===== config.mk =====
export PLATFORM = sky130hd
export DESIGN_NAME = systolic_feeder
export DESIGN_NICKNAME = d
export VERILOG_FILES = /design/src/rtl/systolic_feeder.sv
export SDC_FILE = /design/constraint.sdc
export NUM_CORES = 2
export LEC_CHECK = 0
export CAP_MARGIN = 10
export CELL_PAD_IN_SITES_DETAIL_PLACEMENT = 1
export CELL_PAD_IN_SITES_GLOBAL_PLACEMENT = 1
export CORE_ASPECT_RATIO = 2
export CORE_MARGIN = 8
export CORE_UTILIZATION = 54
export DETAILED_ROUTE_END_ITERATION = 6
export GPL_ROUTABILITY_DRIVEN = 0
export PLACE_DENSITY_LB_ADDON = 0.1
export SETUP_SLACK_MARGIN = 0.4
export SLEW_MARGIN = 20
export SYNTH_ARGS = -nofsm -noshare
export SYNTH_HDL_FRONTEND = slang
export SYNTH_SLANG_ARGS = --single-unit

===== constraint.sdc =====
create_clock -name clk -period 28.9 [get_ports clk]
set_input_delay 4.335 -clock clk [delete_from_list [all_inputs] [get_ports clk]]
set_output_delay 4.335 -clock clk [all_outputs]
set_load 0.005 [all_outputs]

===== src/rtl/systolic_feeder.sv =====
// Operand staging and diagonal skew for an N x N systolic MAC array.
// Buffers one A and one B matrix row by row, then streams skewed lanes followed by a zero drain.
module systolic_feeder #(
  parameter int unsigned N        = 16,
  parameter int unsigned OP_WIDTH = 8
) (
  input  logic                  clk,
  input  logic                  reset,
  input  logic                  load_valid,
  output logic                  load_ready,
  input  logic [N*OP_WIDTH-1:0] load_a_row,
  input  logic [N*OP_WIDTH-1:0] load_b_row,
  input  logic                  start,
  output logic                  busy,
  output logic                  done,
  output logic                  feed_valid,
  output logic [N*OP_WIDTH-1:0] a_column,
  output logic [N*OP_WIDTH-1:0] b_row
);

  localparam int unsigned KW = (N > 1) ? $clog2(N) : 1;
  // Wide enough to hold 2N-2 without wrapping.
  localparam int unsigned PW = $clog2(2 * N);

  typedef enum logic [1:0] {StLoad, StReady, StFeed, StDrain} state_e;

  state_e              state_q, state_d;
  logic [KW-1:0]       k_q, k_d;
  logic [PW-1:0]       t_q, t_d;
  logic [OP_WIDTH-1:0] a_mem [N][N];
  logic [OP_WIDTH-1:0] b_mem [N][N];
  logic                load_fire;
  logic [KW-1:0]       a_idx, b_idx;
  logic [N*OP_WIDTH-1:0] a_col_d, b_row_d;

  assign load_fire = load_valid && (state_q == StLoad) && !reset;

  always_comb begin
    state_d = state_q;
    k_d     = k_q;
    t_d     = t_q;
    case (state_q)
      StLoad: begin
        if (load_fire) begin
          k_d = k_q + 1'b1;
          if (k_q == KW'(N - 1)) begin
            state_d = StReady;
            k_d     = '0;
          end
        end
      end
      StReady: begin
        if (start) begin
          state_d = StFeed;
          t_d     = '0;
        end
      end
      StFeed: begin
        if (t_q == PW'(2 * N - 2)) begin
          state_d = StDrain;
          t_d     = '0;
        end else begin
          t_d = t_q + 1'b1;
        end
      end
      StDrain: begin
        if (t_q == PW'(N - 1)) begin
          state_d = StLoad;
          t_d     = '0;
          k_d     = '0;
        end else begin
          t_d = t_q + 1'b1;
        end
      end
      default: state_d = StLoad;
    endcase
  end

  // Lanes are computed from the next state so the registered outputs line up with state_q.
  always_comb begin
    a_col_d = '0;
    b_row_d = '0;
    a_idx   = '0;
    b_idx   = '0;
    if (state_d == StFeed) begin
      for (int i = 0; i < N; i++) begin
        if ((int'(t_d) >= i) && (int'(t_d) - i < int'(N))) begin
          a_idx = KW'(int'(t_d) - i);
          b_idx = KW'(int'(t_d) - i);
          a_col_d[i*OP_WIDTH +: OP_WIDTH] = a_mem[KW'(i)][a_idx];
          b_row_d[i*OP_WIDTH +: OP_WIDTH] = b_mem[b_idx][KW'(i)];
        end
      end
    end
  end

  always_ff @(posedge clk) begin
    if (reset) begin
      state_q    <= StLoad;
      k_q        <= '0;
      t_q        <= '0;
      a_column   <= '0;
      b_row      <= '0;
      feed_valid <= 1'b0;
      busy       <= 1'b0;
      done       <= 1'b0;
      load_ready <= 1'b1;
    end else begin
      state_q    <= state_d;
      k_q        <= k_d;
      t_q        <= t_d;
      a_column   <= a_col_d;
      b_row      <= b_row_d;
      feed_valid <= (state_d == StFeed);
      busy       <= (state_d == StFeed) || (state_d == StDrain);
      done       <= (state_q == StDrain) && (state_d == StLoad);
      load_ready <= (state_d == StLoad);
    end
  end

  // Matrix storage is deliberately not reset.
  always_ff @(posedge clk) begin
    if (load_fire) begin
      for (int m = 0; m < N; m++) begin
        a_mem[k_q][KW'(m)] <= load_a_row[m*OP_WIDTH +: OP_WIDTH];
        b_mem[k_q][KW'(m)] <= load_b_row[m*OP_WIDTH +: OP_WIDTH];
      end
    end
  end

endmodule

==> impl_metrics.yaml <==
timing:
  slew_headroom: 0.186
  fin_crit_sh: 0.341
  grt_setup_unrepaired: "false"
  setup_violations: 0
  skew_ns: 0.0326
  fmax_ghz: 0.101
  min_period_ns: 9.85
  drv_slew: 0
  worst_pin_slew_ns: 1.22
  hold_violations: 0
  hold_ws_ns: 0.610
  tns_ns: 0
grt:
  grt_max_degree: 189
  grt_pass1_vias: 55300
  antenna_found_initial: 24
  gr-usage-all-layers: 0.301
  grt_overflow: 0
  grt_pass1_wl_um: 378000
critical_path:
  r2r_cells: 15
  r2r_start: "t_q[0]"
  required_ns: 29.62
  path_common_cell: "a21oi_1"
  path_class: "in -> reg"
  r2r_end: "a_column[25]"
  max_stage_delay_ns: 0.85
  critPathCaptureType: "flop"
  worstPathMaxFanout: 68
  start_kind: "primary input"
  cp.arrival_ns: 10.57
  cp_num_cells: 12
  slowest_stage: "nand2_1"
  reg2reg_setup_slack_ns: 22.12
  cp.buffers_inverters: 3
  path_delay_family: "simple AND/OR/NAND/NOR gates"
  worstPathCellList: "clkdlybuf4s50_1, a21oi_1, a2bb2oi_1, and2_4, inv_8, ha_4, buf_4, a21oi_1, xnor2_1, nor2_2, nand2_1, a21oi_1"
synth:
  synth_cell_types: 72
  ys_seq_area_frac: 0.768
  async_flop_share: 0
  synth_warnings: 0
  syn_area_mm2: 0.0854
  synth_area_per_cell_um2: 15.0
  synth_edf_count: 2048
  syn_inst: 5704
  ys.flop_type: "edfxtp_1"
  ys_ff_latch: 2255
layout:
  stdcell_count: 8257
  nFillCells: 14300
  area_growth_pct: 14.1
  drive_gt1_frac: 0.0976
  nets: 6275
clocking:
  numCtsBuffers: 194
  cts_max_level: 4
  ctsHoldBuffers: 0
  cts_setup_buffers: 0
  root_buffer: "clkbuf_16"
  cts_buffer_depth: 4
  cts_resized: 0
  clkTransAtPathRegs_ns: 0.07
  cts_sinks: 2255
  clock_latency_ns: 0.83
  cts_tree: "yes"
pwr:
  ir_worst_vdd_uv: 60.0
  seqPwrFrac: 0.561
  p_leak_nw: 32.4
  p_int_mw: 5.11
  pwr-share-comb: 0.016
  netSwitchingPower_mw: 1.26
  swShare: 0.198
  pwr-share-clk: 0.423
  pwr_density_cell_mw_per_mm2: 65.3
drt:
  ant_nets: 0
  drtPass1Iterations: 6
  drc: 0
  vias: 51600
  totalWireLength_um: 264000
  drt_iter0_markers: 4136
  wl_per_cell_um: 32.0
  vias_per_cell: 6.25
floorplan:
  die_h_um: 579
  io_pins: 520
  row_count: 206
  die_x_um: 297
  core_region_area_mm2: 0.157
  fp.dieArea_mm2: 0.172
  start_util: 0.543
hold_path:
  hold_depth: 2
  hold_class: "reg -> reg"
  min-delay-start: "k_q[0]"
  hold_end: "k_q[0]"
placed_design:
  place_inst: 7876
  dp_hpwl_um: 155000
  port-buffer-count: 327
flow_run:
  max_cap_violations: 0
run_status:
  status: "finished, final reports clean"
## flip-flops by register name (all words and copies together) (netlist names)
signal      flops
b_mem        1024
t_q             5
a_mem        1024
b_row          64
load_ready      1
busy            1
a_column      128
k_q             4
feed_valid      1
done            1
state_q         2
## Yosys cell counts (15+ instances only)
cell type  count  area (um2)
edfxtp_1    2048       61500
nand2_1     1358        5100
nand3_1      557        2790
clkbuf_1     228         856
dfxtp_1      207        4140
mux4_2       140        3150
a21oi_1      132         661
a31oi_1      123         769
nor2_1       105         394
mux2i_1      104        1040
and3_1        82         513
a311oi_1      80         701
buf_4         72         541
buf_1         61         229
nor2b_1       54         338
a211oi_1      41         308
buf_2         38         190
nor3_1        26         130
a221oi_1      25         219
ha_1          22         275
a22oi_1       17         128
a32oi_1       17         149
nand4_1       17         106
o22ai_1       16         100
xnor2_1       15         131
## power groups by stage
stage	Combinational, mW	Clock, mW	Sequential (mW)
6_report	0.0987	2.69	3.57
5_1_grt	0.102	2.81	3.57
4_1_cts	0.0980	2.72	3.57
3_5_place_dp	0.0975	0	3.65
3_3_place_gp	0.0942	0	3.64
2_1_floorplan	0.0201	0	3.65
## cells in the final DEF (no fill, tap or decap), types with 12 or more instances in the layout
cell	count
clkbuf_8	23
nand4_1	17
clkdlybuf4s50_1	326
a211oi_1	41
nor2_4	12
clkinv_2	41
clkbuf_16	196
a31oi_1	122
a311oi_1	80
a21oi_1	131
nor2b_1	53
nor3_1	22
a221oi_1	25
dfxtp_1	207
and3_1	82
nand2_1	1358
conb_1	64
nor2_1	93
nand3_1	557
clkbuf_1	36
buf_12	13
mux2i_1	104
diode_2	28
o21ai_0	14
a22oi_1	17
edfxtp_1	2048
bufinv_16	23
ha_1	19
clkinv_1	16
o22ai_1	16
a32oi_1	17
mux4_2	140
buf_4	94
## worst register-to-register path, cell delays in order (launching register included)
cell and delay [ns]:
dfxtp_1 0.52, ha_1 0.26, nand3_1 0.12, inv_1 0.08
ha_1 0.23, nand3b_1 0.19, a2bb2oi_1 0.38, and2_4 0.80
inv_8 0.40, ha_4 0.52, buf_4 0.45, xnor2_2 0.62
buf_4 0.43, buf_4 0.55, mux2i_1 0.94, nor3_1 0.12
## cells by family after synthesis
logic type      Yosys count  synth area share
xor+xnor                 20           0.00223
mux                     248            0.0501
flops                  2255             0.768
other cells               1         0.0000439
buf+inv                 419            0.0228
simple gates           2229             0.112
fa+ha+maj                22           0.00322
compound gates          510            0.0409
## stage by stage
| step | util | total power, mW | instance area (um2) | setup slack (ns) |
|---|---|---|---|---|
| finish | 0.620 | 6.36 | 97500 | 19.05 |
| global route | 0.620 | 6.49 | 97400 | 18.86 |
| CTS | 0.619 | 6.39 | 97400 | 19.02 |
| detailed placement | 0.578 | 3.74 | 90900 | 18.19 |
| global placement | 0.578 | 3.74 | 90900 | 18.27 |
| floorplan | - | 3.67 | 85700 | 14.37 |
## per-layer routing
| layer | vias up | part of all wire | global-route usage | routed length [um] |
|---|---|---|---|---|
| li1 | 21800 | - | - | - |
| met1 | 27100 | 0.35 | 0.335 | 92900 |
| met2 | 1995 | 0.53 | 0.546 | 139000 |
| met3 | 623 | 0.054 | 0.0400 | 14300 |
| met4 | 6 | 0.067 | 0.182 | 17700 |
| met5 | - | 0.000083 | 0 | 22 |
## cell type report
type,count,area (um2),area share
diodes,28,70.1,0.000719
multi-input cells,3093,18300,0.188
clock buffers,255,5360,0.0550
inverters,14,67.6,0.000693
repair buffers,435,4240,0.0435
clock inverters,97,1130,0.0116
flip-flops and latches,2255,65600,0.674
well taps,2080,2600,0.0267
## worst max-delay path by stage
stage                        end  slack, ns   from
floorplan            a_mem[3][0]      14.37  reset
global placement    a_column[25]      18.27  start
detailed placement  a_column[25]      18.19  start
CTS                 a_column[25]      19.02  start
global route        a_column[61]      18.86  start
finish              a_column[61]      19.05  start
Power figures use the tool's default switching activity.
